<file path="src/rtl/m68k_bus_pkg.sv">
// Shared types and limits for 68000-bus target blocks.
package m68k_bus_pkg;

    localparam int unsigned M68K_AW = 23;
    localparam int unsigned M68K_DW = 16;

    // Legal ranges for the wait-state and bus-error timeout parameters
    localparam int unsigned WAIT_STATES_MAX = 7;
    localparam int unsigned TIMEOUT_MIN     = 2;
    localparam int unsigned TIMEOUT_MAX     = 255;

    // Counter widths sized to the range limits above
    localparam int unsigned WAIT_CNT_W = 3;
    localparam int unsigned TMO_CNT_W  = 8;

    typedef enum logic [1:0] {
        IDLE  = 2'd0,
        REQ   = 2'd1,
        ACK   = 2'd2,
        ABORT = 2'd3
    } bus_state_e;

endpackage

</file>
<file path="src/rtl/m68k_addr_decode.sv">
// Combinational window hit: strobes active and masked address matches the base.
module m68k_addr_decode
    import m68k_bus_pkg::*;
#(
    parameter logic [M68K_AW-1:0] BASE_ADDR = '0,
    parameter logic [M68K_AW-1:0] ADDR_MASK = '0
) (
    input  logic [M68K_AW-1:0] addr,
    input  logic               as_n,
    input  logic               uds_n,
    input  logic               lds_n,
    output logic               hit_c
);

    // Address strobe, at least one data strobe, and every compared bit equal
    assign hit_c = !as_n && (!uds_n || !lds_n) &&
                   (((addr ^ BASE_ADDR) & ADDR_MASK) == '0);

endmodule

</file>
<file path="src/rtl/m68k_bus_target.sv">
// 68000-bus target: decodes a window, runs one backing-store transfer, returns DTACK.
// Optional feature macro: BERR_TIMEOUT_EN (bus error after TIMEOUT clocks without mem_ack).
module m68k_bus_target
    import m68k_bus_pkg::*;
#(
    parameter logic [M68K_AW-1:0] BASE_ADDR   = 23'h780000,
    parameter logic [M68K_AW-1:0] ADDR_MASK   = 23'h7F0000,
    parameter int unsigned        WAIT_STATES = 0,
    parameter int unsigned        TIMEOUT     = 16
) (
    input  logic               M68K_CLK,
    input  logic               M68K_RESET,
    input  logic [M68K_AW-1:0] M68K_A,
    input  logic               M68K_AS_n,
    input  logic               M68K_UDS_n,
    input  logic               M68K_LDS_n,
    input  logic               M68K_RW,
    input  logic [M68K_DW-1:0] M68K_D_IN,
    output logic [M68K_DW-1:0] M68K_D_OUT,
    output logic               M68K_D_OE,
    output logic               M68K_DTACK_n,
    output logic               M68K_BERR_n,
    output logic               mem_req,
    output logic               mem_we,
    output logic [M68K_AW-1:0] mem_addr,
    output logic [1:0]         mem_be,
    output logic [M68K_DW-1:0] mem_wdata,
    input  logic [M68K_DW-1:0] mem_rdata,
    input  logic               mem_ack
);

    // Parameter range guards, evaluated at elaboration
    if (WAIT_STATES > WAIT_STATES_MAX) begin : g_bad_wait
        $error("m68k_bus_target: WAIT_STATES out of range");
    end
    if (TIMEOUT < TIMEOUT_MIN || TIMEOUT > TIMEOUT_MAX) begin : g_bad_timeout
        $error("m68k_bus_target: TIMEOUT out of range");
    end

    // BASE_ADDR/ADDR_MASK are byte addresses; the bus presents A[23:1], so align them
    localparam logic [M68K_AW-1:0] BASE_A = BASE_ADDR >> 1;
    localparam logic [M68K_AW-1:0] MASK_A = ADDR_MASK >> 1;

    bus_state_e              state_q, state_d;
    logic                    armed_q, armed_d;
    logic                    acked_q, acked_d;
    logic [WAIT_CNT_W-1:0]   wait_cnt_q, wait_cnt_d;
    logic                    mem_req_q, mem_req_d;
    logic                    mem_we_q, mem_we_d;
    logic [M68K_AW-1:0]      mem_addr_q, mem_addr_d;
    logic [1:0]              mem_be_q, mem_be_d;
    logic [M68K_DW-1:0]      mem_wdata_q, mem_wdata_d;
    logic [M68K_DW-1:0]      d_out_q, d_out_d;
    logic                    d_oe_q, d_oe_d;
    logic                    dtack_n_q, dtack_n_d;
    logic                    hit_c;
    logic                    as_high;
`ifdef BERR_TIMEOUT_EN
    logic [TMO_CNT_W-1:0]    tmo_cnt_q, tmo_cnt_d;
    logic                    berr_n_q, berr_n_d;
`endif

    m68k_addr_decode #(
        .BASE_ADDR (BASE_A),
        .ADDR_MASK (MASK_A)
    ) u_decode (
        .addr  (M68K_A),
        .as_n  (M68K_AS_n),
        .uds_n (M68K_UDS_n),
        .lds_n (M68K_LDS_n),
        .hit_c (hit_c)
    );

    assign as_high = M68K_AS_n;

    // Next-state and output computation for the bus cycle
    always_comb begin
        state_d     = state_q;
        armed_d     = armed_q;
        acked_d     = acked_q;
        wait_cnt_d  = wait_cnt_q;
        mem_req_d   = mem_req_q;
        mem_we_d    = mem_we_q;
        mem_addr_d  = mem_addr_q;
        mem_be_d    = mem_be_q;
        mem_wdata_d = mem_wdata_q;
        d_out_d     = d_out_q;
        d_oe_d      = d_oe_q;
        dtack_n_d   = dtack_n_q;
`ifdef BERR_TIMEOUT_EN
        tmo_cnt_d   = tmo_cnt_q;
        berr_n_d    = berr_n_q;
        if (as_high) begin
            berr_n_d = 1'b1;
        end
`endif
        // A rising AS is needed before the next transfer is accepted
        if (as_high) begin
            armed_d = 1'b1;
        end

        unique case (state_q)
            IDLE: begin
                if (hit_c && armed_q) begin
                    state_d     = REQ;
                    armed_d     = 1'b0;
                    acked_d     = 1'b0;
                    wait_cnt_d  = '0;
                    mem_req_d   = 1'b1;
                    mem_we_d    = ~M68K_RW;
                    mem_addr_d  = M68K_A;
                    mem_be_d    = {~M68K_UDS_n, ~M68K_LDS_n};
                    mem_wdata_d = M68K_D_IN;
`ifdef BERR_TIMEOUT_EN
                    tmo_cnt_d   = '0;
`endif
                end
            end
            REQ: begin
                if (!acked_q) begin
                    if (as_high) begin
                        // Cycle ended by the master; an ack on this edge is simply dropped
                        if (mem_ack) begin
                            mem_req_d = 1'b0;
                            state_d   = IDLE;
                        end else begin
                            state_d   = ABORT;
                        end
                    end else if (mem_ack) begin
                        mem_req_d = 1'b0;
                        acked_d   = 1'b1;
                        if (!mem_we_q) begin
                            d_out_d = mem_rdata;
                        end
                    end
`ifdef BERR_TIMEOUT_EN
                    else if (tmo_cnt_q == TMO_CNT_W'(TIMEOUT - 1)) begin
                        berr_n_d = 1'b0;
                        state_d  = ABORT;
                    end else begin
                        tmo_cnt_d = tmo_cnt_q + TMO_CNT_W'(1);
                    end
`endif
                end else if (as_high) begin
                    // Master gave up during the wait states; store already completed
                    state_d = IDLE;
                end else if (wait_cnt_q == WAIT_CNT_W'(WAIT_STATES)) begin
                    dtack_n_d = 1'b0;
                    d_oe_d    = ~mem_we_q;
                    state_d   = ACK;
                end else begin
                    wait_cnt_d = wait_cnt_q + WAIT_CNT_W'(1);
                end
            end
            ACK: begin
                if (as_high) begin
                    dtack_n_d = 1'b1;
                    d_oe_d    = 1'b0;
                    state_d   = IDLE;
                end
            end
            ABORT: begin
                if (mem_ack) begin
                    mem_req_d = 1'b0;
                    state_d   = IDLE;
                end
            end
            default: state_d = IDLE;
        endcase
    end

    // State and output registers with synchronous reset
    always_ff @(posedge M68K_CLK) begin
        if (M68K_RESET) begin
            state_q     <= IDLE;
            armed_q     <= 1'b0;
            acked_q     <= 1'b0;
            wait_cnt_q  <= '0;
            mem_req_q   <= 1'b0;
            mem_we_q    <= 1'b0;
            mem_addr_q  <= '0;
            mem_be_q    <= '0;
            mem_wdata_q <= '0;
            d_out_q     <= '0;
            d_oe_q      <= 1'b0;
            dtack_n_q   <= 1'b1;
`ifdef BERR_TIMEOUT_EN
            tmo_cnt_q   <= '0;
            berr_n_q    <= 1'b1;
`endif
        end else begin
            state_q     <= state_d;
            armed_q     <= armed_d;
            acked_q     <= acked_d;
            wait_cnt_q  <= wait_cnt_d;
            mem_req_q   <= mem_req_d;
            mem_we_q    <= mem_we_d;
            mem_addr_q  <= mem_addr_d;
            mem_be_q    <= mem_be_d;
            mem_wdata_q <= mem_wdata_d;
            d_out_q     <= d_out_d;
            d_oe_q      <= d_oe_d;
            dtack_n_q   <= dtack_n_d;
`ifdef BERR_TIMEOUT_EN
            tmo_cnt_q   <= tmo_cnt_d;
            berr_n_q    <= berr_n_d;
`endif
        end
    end

    assign M68K_D_OUT   = d_out_q;
    assign M68K_D_OE    = d_oe_q;
    assign M68K_DTACK_n = dtack_n_q;
    assign mem_req      = mem_req_q;
    assign mem_we       = mem_we_q;
    assign mem_addr     = mem_addr_q;
    assign mem_be       = mem_be_q;
    assign mem_wdata    = mem_wdata_q;
`ifdef BERR_TIMEOUT_EN
    assign M68K_BERR_n  = berr_n_q;
`else
    assign M68K_BERR_n  = 1'b1;
`endif

endmodule

</file>
<file path="config.mk">
export PLATFORM = sky130hd
export DESIGN_NAME = m68k_bus_target
export DESIGN_NICKNAME = d
export VERILOG_FILES = /design/src/rtl/m68k_bus_pkg.sv /design/src/rtl/m68k_addr_decode.sv /design/src/rtl/m68k_bus_target.sv
export SDC_FILE = /design/constraint.sdc
export NUM_CORES = 1
export LEC_CHECK = 0
export CELL_PAD_IN_SITES_DETAIL_PLACEMENT = 2
export CELL_PAD_IN_SITES_GLOBAL_PLACEMENT = 2
export CORE_MARGIN = 2
export CORE_UTILIZATION = 25
export CTS_CLUSTER_DIAMETER = 80
export DETAILED_ROUTE_END_ITERATION = 10
export PLACE_DENSITY_LB_ADDON = 0.1
export SLEW_MARGIN = 20
export SYNTH_ARGS = -nofsm -noshare
export SYNTH_HDL_FRONTEND = slang
export SYNTH_HIERARCHICAL = 1
export SYNTH_SLANG_ARGS = --single-unit
</file>
<file path="constraint.sdc">
create_clock -name M68K_CLK -period 4.7 [get_ports M68K_CLK]
set_input_delay 1.41 -clock M68K_CLK [delete_from_list [all_inputs] [get_ports M68K_CLK]]
set_output_delay 1.41 -clock M68K_CLK [all_outputs]
set_load 0.02 [all_outputs]
</file>
==> results.toml <==
[cts]
h-tree-depth = 3
tritoncts = "built"
cts-root-buf = "clkbuf_8"
cts_resized = 0
clockBufferDepth = 2
post-cts-setup-buffers = 0
hold_buffers = 0
numCtsBuffers = 9
clock-sinks = 68
worstSkewPairLatency_ps = 340
cts.clk_slew.worst_paths_ps = 80

[floorplan]
die_w_um = 110
fp-row-count = 38
core_um2 = 10800
die_area_um2 = 12000
die_h_um = 110
io_pins = 124
start_util = 0.257

[logic_synthesis]
ys_top_cells_by_area = "dfxtp_1 49%, nand2_1 11%, nand2b_1 7.9%, a21oi_1 7.7%, mux2i_1 6.1%"
async_reset_ff_frac = 0
ys_seq_area_frac = 0.489
synth_top_area_share = 0.489
synth_nets = 381
yosys_warnings = 6
synth_edf_count = 0
netlist-cell-type-count = 36
synth_seq_cells = 68
syn_avg_cell_area_um2 = 8.78
synth_ff_type = "dfxtp_1"
synthTopCellsByCount = "79 x nand2_1, 68 x dfxtp_1, 43 x a21oi_1"
synth.most_common_cell = "nand2_1"
synth_cells = 317
synth_area_um2 = 2780
synth_top_area_cell = "dfxtp_1"

[routing]
wl_per_cell_um = 15.3
detail_route.vias_per_cell = 4.53
drc = 0
vias = 2612
final_antenna_net_count = 0
routed_wl_um = 8840
firstDrtPassIters = 4
drt_iter0_drc = 88

[place]
dpl.cell_count = 561
hpwlAfterDp_um = 6350
postPlaceCellArea_um2 = 4100
port_buffers = 122
place_congestion = 0.711

[min_path]
hp-class = "reg2reg"

[cells_and_area]
nets = 496
antennaDiodeCount = 0
syn_to_final_growth_pct = 53.8
layout-drive-gt1-share = 0.0572
fin_cells = 577
design_area_um2 = 4280

[sta]
period_needed_ps = 3460
drv_slew = 0
final_hold_viol_count = 0
rsz0062_at_grt = "false"
slew_headroom = 0.587
skew_ps = 8.01
fmax_mhz = 289
tns_ps = 0
period_share = 0.735
tightest_slew_ps = 619
setup_viol = 0

[global_route]
use_met2 = 0.240
grt_max_degree = 66
grt_use_met1 = 0.177
first_global_vias = 2769
busiest_layer = "met2"
track_usage = 0.147
antenna_found_initial = 0
grt_util_met3 = 0.0533
grt_overflow = 0
grt_pass1_wl_um = 13600

[run]
maxCapViolCount = 0

[power_and_ir_drop]
peakVddDrop_mv = 0.107
p_leak_uw = 0.00139
power_density_nw_per_um2 = 263

[critical_path]
cp_slowest_cell = "clkdlybuf4s50_1"
required_ps = 4950
worstPathBufferInverterCount = 2
path_cells = "clkdlybuf4s50_1, and4bb_1, and3_1, and4bb_2, buf_4, nor2_1, a211oi_1"
critPathCaptureType = "register"
cp_slowest_stage_delay_ps = 600
crit_family = "simple AND/OR/NAND/NOR gates"
startpoint_type = "input pin"
crit_arrival_ps = 3710
crit_type = "in2reg"
crit_fanout = 21

[run_status]
outcome = "complete, no violations"
## layer usage
| metal | part of all wire | up-vias |
|---|---|---|
| li1 | - | 1286 |
| met2 | 0.47 | 79 |
| met1 | 0.45 | 1243 |
| met5 | 0 | - |
| met4 | 0.0063 | 0 |
| met3 | 0.081 | 4 |
## placed cells by master (no fill, tap or decap), types with 3 or more instances in the layout
cell type          n
clkinv_2           3
o21ai_0            3
dfxtp_1           68
nand2_1           79
clkdlybuf4s50_1  121
nand2b_1          35
nor2_1             4
a21oi_1           43
a31oi_1            4
a211oi_1           4
nand3b_1           3
inv_1              4
mux2i_1           17
clkbuf_8           9
buf_4              7
## path summary, 6_finish.rpt
check / cells after the start / end / slack, ps / from
setup / recovery: 7 / mem_be[0] / 1240 / M68K_AS_n
hold / removal: 2 / mem_wdata[15] / 460 / mem_wdata[15]
setup reg to reg: 4 / M68K_D_OUT[7] / 2740 / state_q[0]
hold reg to reg: 2 / mem_wdata[15] / 460 / mem_wdata[15]
## logic make-up (layout without fill, tap and decap cells)
kind of cell,after synthesis,in the layout,synth area share
and+or+nand+nor,138,138,0.258
AOI/OAI and AO/OA,63,63,0.129
muxes,17,17,0.0611
buffers and inverters,28,148,0.0521
DFF,68,68,0.489
adders and majority gates,2,2,0.00899
other,1,1,0.00135
## worst reg2reg max path: stages (launching register included)
cell	delay (ps)
dfxtp_1	650
nor3b_4	410
nor4b_4	250
buf_4	330
mux2i_1	250
## area by class of cell
class	count	area, um2
repair buffers	128	1260
multi-input cells	221	1280
fillers	1224	6560
well taps	140	175
flip-flops and latches	68	1360
clock inverters	5	52.6
inverters	4	15.0
clock buffers	11	131
## stage by stage
step / hold slack, ps / utilization / power, uW / worst slack [ps]
floorplan: 486 / - / 613 / 2040
global placement: 441 / 0.378 / 671 / 915
detailed placement: 453 / 0.378 / 672 / 823
CTS: 468 / 0.395 / 1150 / 1200
global route: 483 / 0.395 / 1180 / 1020
finish: 460 / 0.395 / 1130 / 1240
## power breakdown
group	switching [uW]	total, uW	internal (uW)	leakage, uW
logic	26.6	80.4	53.9	0.000750
registers	1.07	578	577	0.000548
clock network	225	468	243	0.0000931
## flip-flops by register name, summed over array words and instances (netlist names), 2 cells and up
signal and flops:
M68K_D_OUT 16, mem_addr 23, mem_be 2, mem_wdata 16
state_q 2, wait_cnt_q 3
No activity file was read; power rests on OpenSTA's default activity.
